$ cat config.mk
export PLATFORM = sky130hd
export DESIGN_NAME = sample_sequencer
export DESIGN_NICKNAME = d
export VERILOG_FILES = /design/src/rtl/sample_seq_pkg.sv /design/src/rtl/tick_sync.sv /design/src/rtl/sample_sequencer.sv
export SDC_FILE = /design/constraint.sdc
export NUM_CORES = 1
export LEC_CHECK = 0
export BUFFER_PORTS_ARGS = -buffer_cell sky130_fd_sc_hd__buf_2
export CAP_MARGIN = 40
export CORE_MARGIN = 3
export CORE_UTILIZATION = 47
export CTS_CLUSTER_DIAMETER = 40
export DETAILED_ROUTE_END_ITERATION = 6
export GPL_TIMING_DRIVEN = 0
export PLACE_DENSITY = 0.7
export SYNTH_ARGS = -nofsm -noshare
export SYNTH_HDL_FRONTEND = slang
export SYNTH_HIERARCHICAL = 1
export SYNTH_SLANG_ARGS = --single-unit
$ cat constraint.sdc
create_clock -name sysclk -period 2.9 [get_ports sysclk]
set_clock_uncertainty 0.05 [all_clocks]
set_input_delay 0.435 -clock sysclk [delete_from_list [all_inputs] [get_ports sysclk]]
set_output_delay 0.435 -clock sysclk [all_outputs]
set_load 0.01 [all_outputs]
$ cat src/rtl/sample_seq_pkg.sv
// sample_seq_pkg: shared widths, sequencer state encoding and a sizing helper
package sample_seq_pkg;
  localparam int DEF_DATA_W   = 10;
  localparam int SAMPLE_CNT_W = 16;
  typedef enum logic [2:0] {
    IDLE, ADC_START, ADC_WAIT, PROC_START, PROC_WAIT, DAC_START, DAC_WAIT
  } state_e;
  function automatic int max2(input int a, input int b);
    return a > b ? a : b;
  endfunction
endpackage

$ cat src/rtl/tick_sync.sv
// tick_sync: 2-flop synchroniser plus registered rising-edge detect for slow strobes
module tick_sync (
  input  logic clk,
  input  logic rst_n,
  input  logic d,
  output logic rise
);
  logic [2:0] sh;
  always_ff @(posedge clk or negedge rst_n)
    if (!rst_n) begin
      sh   <= '0;
      rise <= 1'b0;
    end else begin
      sh   <= {sh[1:0], d};
      rise <= sh[1] & ~sh[2];
    end
endmodule

$ cat src/rtl/sample_sequencer.sv
// sample_sequencer: serial ADC -> processor -> DAC sequence per sample tick,
// keeping the two SPI transfers apart and flagging overruns and stalls.
module sample_sequencer
  import sample_seq_pkg::*;
#(
  parameter int DATA_W         = DEF_DATA_W,
  parameter int TIMEOUT_CYCLES = 2000,
  parameter int DAC_CYCLES     = 40
) (
  input  logic                    sysclk,
  input  logic                    rst_n,
  input  logic                    tick,
  input  logic                    enable,
  input  logic                    clr_err,
  output logic                    adc_start,
  input  logic                    adc_valid,
  input  logic [DATA_W-1:0]       adc_data,
  output logic [DATA_W-1:0]       proc_data,
  output logic                    proc_strobe,
  input  logic                    proc_done,
  input  logic [DATA_W-1:0]       proc_result,
  output logic [DATA_W-1:0]       dac_data,
  output logic                    dac_load,
  output logic                    busy,
  output logic                    overrun,
  output logic                    timeout_err,
  output logic [SAMPLE_CNT_W-1:0] sample_cnt
);
  localparam int CNT_W = $clog2(max2(TIMEOUT_CYCLES, DAC_CYCLES) + 1);
  state_e state, next;
  logic [CNT_W-1:0] cnt;
  logic tick_edge, t_end, d_end, timeout;
  tick_sync u_sync (.clk(sysclk), .rst_n(rst_n), .d(tick), .rise(tick_edge));
  assign busy  = state != IDLE;
  assign t_end = cnt == CNT_W'(TIMEOUT_CYCLES - 1);
  assign d_end = cnt == CNT_W'(DAC_CYCLES - 1);
  // a strobe in the final wait cycle beats the timeout
  assign timeout = t_end && ((state == ADC_WAIT && !adc_valid) || (state == PROC_WAIT && !proc_done));
  always_comb begin
    next = state;
    case (state)
      IDLE:       next = tick_edge && enable ? ADC_START : IDLE;
      ADC_START:  next = ADC_WAIT;
      ADC_WAIT:   next = adc_valid ? PROC_START : t_end ? IDLE : ADC_WAIT;
      PROC_START: next = PROC_WAIT;
      PROC_WAIT:  next = proc_done ? DAC_START : t_end ? IDLE : PROC_WAIT;
      DAC_START:  next = DAC_WAIT;
      DAC_WAIT:   next = d_end ? IDLE : DAC_WAIT;
      default:    next = IDLE;
    endcase
  end
  always_ff @(posedge sysclk or negedge rst_n)
    if (!rst_n) begin
      state       <= IDLE;
      cnt         <= '0;
      adc_start   <= 1'b0;
      proc_strobe <= 1'b0;
      dac_load    <= 1'b0;
      proc_data   <= '0;
      dac_data    <= '0;
      overrun     <= 1'b0;
      timeout_err <= 1'b0;
      sample_cnt  <= '0;
    end else begin
      state       <= next;
      cnt         <= next != state ? '0 : cnt + 1'b1;
      adc_start   <= next == ADC_START;
      proc_strobe <= next == PROC_START;
      dac_load    <= next == DAC_START;
      if (state == ADC_WAIT && adc_valid) proc_data <= adc_data;
      if (state == PROC_WAIT && proc_done) dac_data <= proc_result;
      if (state == DAC_WAIT && d_end) sample_cnt <= sample_cnt + 1'b1;
      overrun     <= (tick_edge && busy) || (overrun && !clr_err);
      timeout_err <= timeout || (timeout_err && !clr_err);
    end
endmodule

==> results.sh <==
export IMPL_outcome="finished, final reports clean"
export IMPL_avgSynthCellArea_sq_um=12.2
export IMPL_cp_arrival_ns=2.33
export IMPL_fin_crit_sh_pct=74.4
export IMPL_grt_use_total_pct=17.1
export IMPL_grt_max_degree=35
export IMPL_grt_antenna_before_repair=0
export IMPL_required_ns=3.07
export IMPL_finalSetupViolCount=0
export IMPL_worstSetupPathType="register to register"
export IMPL_hold_buffers=0
export IMPL_ir_worst_vdd_mv=0.469
export IMPL_drive_gt1_share_pct=40.3
export IMPL_worst_pin_slew_ns=0.593
export IMPL_root_buffer="clkbuf_8"
export IMPL_synthArstFlopShare_pct=100
export IMPL_io_pins=69
export IMPL_synth_seq_cells=59
export IMPL_clk_latency_ns=0.33
export IMPL_rsz0062_at_grt="false"
export IMPL_cts_path_max_buffers=2
export IMPL_initial_core_util_pct=49.8
export IMPL_via_per_inst=4.99
export IMPL_die_area_sq_um=6440
export IMPL_ys_seq_area_share_pct=57.0
export IMPL_area_growth_pct=23.9
export IMPL_fillers=451
export IMPL_drcViolationCount=0
export IMPL_clkPwrFrac_pct=27.8
export IMPL_seqPwrFrac_pct=44.3
export IMPL_grt_pass1_vias=1797
export IMPL_yosysWarnings=6
export IMPL_ys_types=45
export IMPL_wl_per_cell_microns=13.8
export IMPL_final_antenna_net_count=0
export IMPL_die_w_microns=80.3
export IMPL_synth_nets=242
export IMPL_p_sw_uw=708
export IMPL_synth_edf_count=0
export IMPL_yosysMostFrequentCell="dfrtp_1"
export IMPL_fin_util_pct=61.7
export IMPL_r2r_start="cnt[3]$_DFF_PN0_"
export IMPL_hpwl_microns=3720
export IMPL_cp_end_kind="register"
export IMPL_htreeDepth=3
export IMPL_n_antenna_cell=0
export IMPL_stdcell_area_sq_um=3210
export IMPL_globalRoute_totalOverflow=0
export IMPL_core_area_sq_um=5200
export IMPL_slew_violations=0
export IMPL_cts_made_buffers=9
export IMPL_drv_cap=0
export IMPL_yosys_area_top_type="dfrtp_1"
export IMPL_max_freq_mhz=463
export IMPL_placed_cell_area_sq_um=3040
export IMPL_synth_ff_type="dfrtp_1"
export IMPL_yosys_top_cells_area="dfrtp_1, mux2_2, xnor2_1, nor2_1, nand4_1"
export IMPL_grt_pass1_wl_microns=8310
export IMPL_cts_resized=0
export IMPL_placementRows=26
export IMPL_num_vias=1836
export IMPL_comb_power_share_pct=27.8
export IMPL_place_ws_ns=0.738
export IMPL_start_kind="register"
export IMPL_nets=322
export IMPL_firstDrtPassIters=4
export IMPL_post_cts_buffers=0
export IMPL_p_int_mw=1.64
export IMPL_switching_share_pct=30.1
export IMPL_powerDensity_nw_per_um2=732
export IMPL_path_max_fanout=10
export IMPL_synth_common_cells="dfrtp_1, mux2_2, nor2_1, xnor2_1, nand2_1"
export IMPL_cts_tree="done"
export IMPL_period_needed_ns=2.16
export IMPL_setup_tns_ns=0
export IMPL_p_leak_nw=1.52
export IMPL_holdCritPathClass="input port to async pin"
export IMPL_port_buffers=68
export IMPL_die_height_microns=80.3
export IMPL_hold_viol=0
export IMPL_cts_sinks=59
export IMPL_initialDrtViolationCount=74
export IMPL_setup_slack_ns=0.742
export IMPL_synthCells=213
export IMPL_clk_pin_slew_worst_paths_ns=0.06
export IMPL_routed_wl_microns=5060
export IMPL_crit_start="cnt[3]$_DFF_PN0_"
export IMPL_synth_top_area_share_pct=57.0
export IMPL_netlist_area_sq_um=2590
export IMPL_place_congestion=0.767
export IMPL_slew_limit_headroom_pct=60.5
## worst max-delay path, cell delays in order, from the launching register on
cell      delay (ns)
dfrtp_1         0.43
or4_4           0.58
or3_2           0.50
o221ai_2        0.23
buf_4           0.21
nor2_1          0.06
## stage by stage
stage	std cells	hold slack [ns]	power, mW
detailed placement	352	0.304	1.72
global route	368	0.0711	2.50
finish	368	0.0576	2.35
floorplan	213	0.0894	1.49
global placement	351	0.285	1.70
CTS	368	0.0667	2.39
## cell type report
cell class                      count  area [sq um]  share of cell area (%)
Inverter                            8          30.0                   0.935
Clock buffer                       14           163                    5.06
Clock inverter                      2          10.0                   0.312
Multi-Input combinational cell    138          1050                    32.6
Buffer                              8          38.8                    1.21
Timing Repair Buffer               69           360                    11.2
Sequential cell                    59          1480                    46.0
Tap cell                           70          87.6                    2.73
## power by group through the flow
stage	sequential (mW)	combinational, mW	clock, mW
6_report	1.04	0.655	0.654
5_1_grt	1.06	0.720	0.718
4_1_cts	1.05	0.666	0.676
3_5_place_dp	1.06	0.663	0
3_3_place_gp	1.05	0.650	0
2_1_floorplan	1.10	0.381	0
## flip-flops by register name (all words and copies together) (netlist names)
register,count
dac_data,10
state,3
cnt,11
adc_start,1
proc_data,10
overrun,1
proc_strobe,1
u_sync/sh,3
u_sync/rise,1
dac_load,1
timeout_err,1
sample_cnt,16
## worst paths after layout
kind,cells after the start,end,slack (ns)
hold reg to reg,0,u_sync/sh[1]$_DFF_PN0_,0.32
max in group asynchronous,2,cnt[1]$_DFF_PN0_,2.16
setup / recovery,5,cnt[8]$_DFF_PN0_,0.74
setup reg to reg,5,cnt[8]$_DFF_PN0_,0.74
hold / removal,1,u_sync/sh[0]$_DFF_PN0_,0.06
min in group sysclk,1,u_sync/sh[0]$_DFF_PN0_,0.17
## layer usage
| metal | up-vias | share of wire [%] | wire length, microns | track usage, % |
|---|---|---|---|---|
| met5 | - | 0 | 0 | 0 |
| met4 | 0 | 1.4 | 72 | 6.25 |
| met3 | 8 | 4.4 | 222 | 6.95 |
| met2 | 34 | 52 | 2640 | 28.3 |
| met1 | 890 | 42 | 2130 | 19.8 |
| li1 | 904 | - | - | - |
## logic make-up (layout without fill, tap and decap cells)
group                      count (synthesis)  count (layout)  share of synthesized area, %
AOI/OAI and AO/OA                         11              11                          3.62
xor gates and xnor gates                  24              24                          8.11
adders and majority gates                  2               2                         0.966
buffers and inverters                     16             101                          2.66
DFF                                       59              59                          57.0
muxes                                     21              21                          9.13
and+or+nand+nor                           80              80                          18.5
## placed cells by master, fill, tap and decap left out, types with 2 or more instances in the layout
master,n
buf_2,71
dfrtp_1,59
mux2_2,21
nor2_1,18
xnor2_1,17
nand2_1,11
clkbuf_8,11
nand4_1,10
inv_1,8
nand3_1,7
xor2_1,7
nand2b_1,6
clkbuf_1,6
nor3_1,5
nor4_2,3
nand3b_1,2
or4_4,2
nor3b_1,2
ha_1,2
clkinv_2,2
Note: power is estimated with default switching activity, not from simulation.
